$ cat config.mk
export PLATFORM = sky130hd
export DESIGN_NAME = ex_commit_stage
export DESIGN_NICKNAME = d
export VERILOG_FILES = /design/src/rtl/ex_commit_stage.sv
export SDC_FILE = /design/constraint.sdc
export NUM_CORES = 1
export LEC_CHECK = 0
export CORE_MARGIN = 2
export CORE_UTILIZATION = 36
export CTS_CLUSTER_DIAMETER = 60
export CTS_CLUSTER_SIZE = 40
export DETAILED_ROUTE_END_ITERATION = 10
export GPL_TIMING_DRIVEN = 1
export PLACE_DENSITY = 0.84
export SLEW_MARGIN = 20
export SYNTH_ARGS = -nofsm -noshare
export SYNTH_HDL_FRONTEND = slang
export SYNTH_SLANG_ARGS = --single-unit
$ cat constraint.sdc
create_clock -name clk -period 1.2 [get_ports clk]
set_input_delay 0.18 -clock clk [delete_from_list [all_inputs] [get_ports clk]]
set_output_delay 0.18 -clock clk [all_outputs]
set_load 0.05 [all_outputs]
$ cat src/rtl/ex_commit_stage.sv
// rtl/ex_commit_stage.sv - commit stage after execute: result register, condition codes, branch resolve, squash window
//
// Sits directly downstream of the 16-bit shifter/ALU execute stage.
//   clk, rst_n         clock, synchronous active-low reset
//   in_valid           execute presents an instruction
//   in_result/in_rd    result and destination index
//   in_reg_we          instruction writes a register
//   in_cond/in_flag_we condition codes {S,Z,C,V} and their update enable
//   in_br/in_br_cond   branch and its condition (000 BE, 001 BLT, 010 BLE, 011 BNE, 100 B, others never)
//   in_br_target       branch target address
//   stall              downstream hold; freezes all state
//   out_valid/out_result/out_rd/out_reg_we  registered instruction to write-back
//   flags              committed {S,Z,C,V}
//   br_taken/br_target one-cycle taken-branch pulse and its target
//   squash             wrong-path discard window active
module ex_commit_stage #(
  parameter int SQUASH_CYCLES = 2
) (
  input  logic        clk,
  input  logic        rst_n,
  input  logic        in_valid,
  input  logic [15:0] in_result,
  input  logic [3:0]  in_cond,
  input  logic        in_flag_we,
  input  logic [2:0]  in_rd,
  input  logic        in_reg_we,
  input  logic        in_br,
  input  logic [2:0]  in_br_cond,
  input  logic [15:0] in_br_target,
  input  logic        stall,
  output logic        out_valid,
  output logic [15:0] out_result,
  output logic [2:0]  out_rd,
  output logic        out_reg_we,
  output logic [3:0]  flags,
  output logic        br_taken,
  output logic [15:0] br_target,
  output logic        squash
);

  localparam logic [0:0] ST_IDLE   = 1'b0;
  localparam logic [0:0] ST_SQUASH = 1'b1;
  localparam logic [2:0] SQ_LOAD   = 3'(SQUASH_CYCLES);

  logic [0:0] state;
  logic [2:0] sq_cnt;
  logic       br_q;
  logic       accept;
  logic       cond_true;
  logic       take;

  assign accept = in_valid & ~stall & (state == ST_IDLE);

  // Branch condition uses the committed flags register, never this
  // instruction's own in_cond, so a flag-setting branch sees the old state.
  always_comb begin
    cond_true = 1'b0;
    case (in_br_cond)
      3'b000:  cond_true = flags[2];
      3'b001:  cond_true = flags[3] ^ flags[0];
      3'b010:  cond_true = flags[2] | (flags[3] ^ flags[0]);
      3'b011:  cond_true = ~flags[2];
      3'b100:  cond_true = 1'b1;
      default: cond_true = 1'b0;
    endcase
  end

  assign take = accept & in_br & cond_true;

  always_ff @(posedge clk) begin
    if (!rst_n) begin
      out_valid  <= 1'b0;
      out_result <= 16'h0000;
      out_rd     <= 3'd0;
      out_reg_we <= 1'b0;
      flags      <= 4'b0000;
      br_q       <= 1'b0;
      br_target  <= 16'h0000;
      state      <= ST_IDLE;
      sq_cnt     <= 3'd0;
    end else if (!stall) begin
      out_valid  <= accept;
      out_reg_we <= accept & in_reg_we;
      if (accept) begin
        out_result <= in_result;
        out_rd     <= in_rd;
      end
      if (accept && in_flag_we) begin
        flags <= in_cond;
      end
      br_q <= take;
      if (take) begin
        br_target <= in_br_target;
      end
      case (state)
        ST_IDLE: begin
          if (take) begin
            state  <= ST_SQUASH;
            sq_cnt <= SQ_LOAD;
          end
        end
        default: begin
          // The slot presented while the count is 1 is the last one dropped.
          if (sq_cnt == 3'd1) begin
            state <= ST_IDLE;
          end
          sq_cnt <= sq_cnt - 3'd1;
        end
      endcase
    end
  end

  // A pulse held by a stall stays registered and appears once stall drops.
  assign br_taken = br_q & ~stall;
  assign squash   = (state == ST_SQUASH);

endmodule
; ---- Word-level counts from Yosys, hierarchy flattened
; Index checks and enable logic that the tools add are counted.
[totals]
register_bits = 46
input_bits = 49
output_inout_bits = 43
wordCells = 39
[classes]
n_addsub = 1
n_eq_ne = 5
n_mux = 6
bitwise_logic = 11
n_reduce_logical = 7
[ops]
columns = op, count
row1 = 2-bit AND reduction, 4
row2 = 1-bit bitwise AND, 6
row3 = "3-bit by 1-bit equality test with 1-bit output, second input constant", 2
row4 = "3-bit by 2-bit equality test with 1-bit output, second input constant", 2
row5 = 3-bit 2-to-1 mux, 2
row6 = 1-bit case mux with 5 select lines, 1
row7 = "3-bit equality test, second input constant", 1
row8 = 3-bit logical NOT, 1
row9 = 1-bit 2-to-1 mux, 3
row10 = 1-bit NOT, 3
row11 = "3-bit by 1-bit subtractor with 3-bit output, second input constant", 1
row12 = 2-bit nonzero test, 1
row13 = 1-bit logical AND, 1
row14 = 1-bit OR, 1
row15 = 1-bit XOR, 1

; ---- Longest topological paths before layout
; Gate-level depths: netlist (run 1).
[depth]
ltp_word = 7
depth_mapped = 6
depth_no_buf = 5

; ---- Worst setup path after synthesis (run 1)
; Ideal clock, no wire load.
[synth_timing]
kind = reg-to-reg
startpoint = register state (netlist: squash)
endpoint = register br_target[0]
setup_time_ns = 0.072
arrival_time_ns = 1.488
required_ns = 1.128
path_slack_ns = -0.360
path_stages_with_launch = 6
n_path_buf = 1
synth_period_minus_slack_ns = 1.560
path_cell_list = dfxtp_1 -> nor3b_4 -> nand3_1 -> a21oi_2 -> buf_6 -> mux2i_1
[synth_via]
elab_chain_len = 5
[synth_rtl]
columns = item, line_no
row1 = "start, declared", 45  ; logic [0:0] state;
row2 = "start signal, assigned", 79  ; state <= ST_IDLE;
row3 = "start signal, assigned", 98  ; state <= ST_SQUASH;
row4 = "start signal, assigned", 105  ; state <= ST_IDLE;
row5 = 1-bit NOT, -
row6 = 1-bit bitwise AND, 52  ; assign accept = in_valid & ~stall & (state == ST_IDLE);
row7 = 1-bit bitwise AND (2 in series), 68  ; assign take = accept & in_br & cond_true;
row8 = 2-bit AND reduction (no line), -
row9 = "end signal, assigned", 93  ; br_target <= in_br_target;
row10 = "end, declared", 37  ; output logic [15:0] br_target,
; Every way passes these cells.
; A chain may end at the register's enable or synchronous reset.

; ---- Worst setup path in the final report (run 1)
[layout_timing]
startpoint = register state (netlist: squash)
endpoint = register br_target[7]
; The elaborated chain is that of the path after synthesis.

==> results of run 1 <==
## layout make-up
class,count,area (um2)
clock buffer,6,72.6
clock inverter,2,10.0
fill,332,1240
inverter,2,7.51
multi-input combinational,150,1140
sequential,46,936
tap,70,87.6
timing repair buffer,109,1580
## through the flow
stage / hold slack, ns / std cells / setup slack, ns
after floorplan: 0.322 / 212 / -0.214
after global placement: 0.479 / 371 / -0.466
after detailed placement: 0.482 / 371 / -0.574
after CTS: 0.343 / 384 / -0.203
after global routing: 0.370 / 385 / -0.289
final: 0.361 / 385 / -0.215
## layer usage
layer	GRT usage (%)	vias to the layer above
met3	5.69	17
met5	0	-
met1	20.8	883
met2	37.0	68
met4	6.00	0
li1	-	895
## where the power goes
part / switching, mW / total [mW] / internal, mW
combinational: 0.434 / 0.917 / 0.483
sequential: 0.0580 / 1.63 / 1.57
clock: 0.509 / 0.914 / 0.405
total: 1.00 / 3.46 / 2.46
## kinds of logic (layout without fill, tap and decap cells)
logic type | count (synthesis) | in the layout | share of synthesized area [%]
AOI/OAI and AO/OA | 33 | 33 | 13.2
xor gates and xnor gates | 3 | 3 | 1.41
adders and majority gates | 2 | 2 | 1.34
buffers and inverters | 16 | 119 | 4.55
DFF | 46 | 46 | 49.3
muxes | 17 | 17 | 9.10
and+or+nand+nor | 95 | 95 | 21.2
## worst register-to-register path, delay by kind of cell, from the launching register on
kind	cells	cell delay, ns
simple gates	2	0.35
mux	1	0.20
buf+inv	1	0.19
compound gates	1	0.23
flops	1	0.36
## sequential cells by signal, indices dropped and copies added, names as in the netlist
| register | cells |
|---|---|
| out_rd | 3 |
| out_result | 16 |
| squash | 1 |
| br_q | 1 |
| br_target | 16 |
| out_valid | 1 |
| flags | 4 |
| sq_cnt | 3 |
| out_reg_we | 1 |
## what timing repair did
| item | CTS | global route |
|---|---|---|
| hold endpoints to repair | 0 | 0 |
| gates resized for setup | 64 | 44 |
| cloned | 3 | 0 |
| pin swaps | 20 | 32 |
| setup endpoints to repair | 37 | 45 |
| buffers inserted | 2 | 3 |
## cell usage in the layout (no fill, tap or decap), types with 2 or more instances in the layout
| cell type | synthesis | layout |
|---|---|---|
| nand2_4 | 0 | 17 |
| nand2_2 | 0 | 2 |
| dlygate4sd2_1 | 0 | 4 |
| nor2b_1 | 4 | 3 |
| a21boi_0 | 25 | 2 |
| buf_4 | 0 | 9 |
| mux2i_1 | 17 | 16 |
| inv_1 | 2 | 2 |
| clkbuf_8 | 0 | 5 |
| a21boi_1 | 0 | 9 |
| xor2_1 | 3 | 2 |
| buf_12 | 0 | 48 |
| buf_16 | 0 | 2 |
| clkinv_2 | 0 | 2 |
| o21a_1 | 2 | 2 |
| ha_1 | 2 | 2 |
| nor2_1 | 2 | 2 |
| nand3_2 | 0 | 5 |
| dfxtp_4 | 0 | 4 |
| clkdlybuf4s50_1 | 0 | 43 |
| dfxtp_1 | 46 | 42 |
| a21boi_2 | 0 | 14 |
| nand2_1 | 80 | 60 |
## how the worst max path moves through the flow
| stage | slack [ns] | endpoint | startpoint |
|---|---|---|---|
| after floorplan | -0.21 | br_target[0]$_SDFFE_PN0P_ | squash$_SDFFE_PN0N_ |
| after global placement | -0.47 | br_target[4]$_SDFFE_PN0P_ | in_br_cond[0] |
| after detailed placement | -0.57 | br_target[11]$_SDFFE_PN0P_ | in_br_cond[0] |
| after CTS | -0.20 | br_target[10]$_SDFFE_PN0P_ | squash$_SDFFE_PN0N_ |
| after global routing | -0.29 | br_target[10]$_SDFFE_PN0P_ | squash$_SDFFE_PN0N_ |
| final | -0.21 | br_target[7]$_SDFFE_PN0P_ | squash$_SDFFE_PN0N_ |
==> impl_metrics.ini, run 1 <==
[synth]
synth_common_cells = 80 x nand2_1, 46 x dfxtp_1, 25 x a21boi_0
ys_types = 23
syn_avg_cell_area_um2 = 8.82
syn_nets = 263
async_flop_share_pct = 0
synth.largest_area_cell = dfxtp_1
netlist_top_cells_area = dfxtp_1 49%, nand2_1 16%, a21boi_0 10%
synth-edff-count = 0
syn_inst = 212
syn_area_mm2 = 0.00187
ys_seq_area_share_pct = 49.3
synth-seq-cells = 46
synth_most_common_cell = nand2_1
yosysWarnings = 0
synth_flop_cell = dfxtp_1
yosysTopAreaCellShare_pct = 49.3

[global_route]
grt_usage_pct = 19.5
first_global_vias = 1874
grt_pass1_wl_um = 9030
grt_start_max_net_pins = 64
grt-ovfl-total = 0
antenna_found_initial = 0

[floorplanning]
core_area_mm2 = 0.00507
die_h_um = 76.1
num_io_pins = 92
die_area_mm2 = 0.00579
start_util_pct = 36.8
die_w_um = 76.1
num_rows = 26

[worst_hold_path]
min_delay_path_depth = 3
hold_path_class = input pin to register
min_from = rst_n
min_to = sq_cnt[1]$_SDFFE_PN0P_

[setup_path]
crit_buf_inv = 1
critical_path.cell_chain = nor3b_4 > nand3_2 > a21oi_4 > buf_12 > mux2i_1
ff2ff_setup_slack_ns = -0.21
r2r_end = br_target[7]$_SDFFE_PN0P_
slowest_delay_ns = 0.36
path_delay_family = flip-flops
r2r_cells = 5
crit_slowest_cell = dfxtp_4
cp_max_fo = 13
end_kind = register
cp.depth = 5
r2r-start = squash$_SDFFE_PN0N_
arrival_ns = 1.63
path_class = register to register
crit_required_ns = 1.42
cp-start-kind = register

[timing]
tightest_slew_ns = 0.436
hold_viol = 0
tns_ns = -5.72
setup_ws_ns = -0.215
slew_violations = 0
max_freq_mhz = 707
timing.slew.headroom_pct = 70.6
fin_skew_ns = 0.00968
fin_crit_sh_pct = 118
setup_viol = 45
rsz0062_at_grt = true
fin_crit_ns = 1.41

[cts]
clk_pin_slew_ns = 0.09
htreeDepth = 2
clockBufferDepth = 2
ctsHoldBuffers = 0
cts_buffers = 5
cts.sinks = 46
cts_tree = built
root_buffer = clkbuf_8
clk-insertion-delay-late_ns = 0.30

[placement]
dpl_cell_area_mm2 = 0.00336
port_buffers = 91
hpwl_um = 3690
gp_congestion = 0.750

[finish]
design_area_mm2 = 0.00384
drive_above_1_share_pct = 38.4
finalNetCount = 365
diodes = 0
postLayoutCoreUtil_pct = 75.6
area_delta_synth_final_pct = 105

[pwr]
power.leakage_nw = 1.51
ir_drop_mv = 0.639
power_mw = 3.46
powerDensity_mw_per_mm2 = 903

[drt]
wl_met2_um = 3340
vias = 1863
wl_met3_um = 378
met1Wirelength_um = 2280
drcViolationCount = 0
vias_per_cell = 4.84
ant_nets = 0
highest_layer = met4
drt_first_iter_violations = 90
routed_wl_um = 6180
firstDrtPassIters = 4
routedWlPerCell_um = 16.1

[run]
cap_violations = 0

[run_status]
status = finished, violations left
violations = negative setup slack
(Power assumes the default switching activity.)
==> run 2, diff against run 1 <==
GPL_ROUTABILITY_DRIVEN = 0   (was unset)
==> results of run 2 <==
Same layout as run 1: the final DEF is identical, and so are final timing and power.
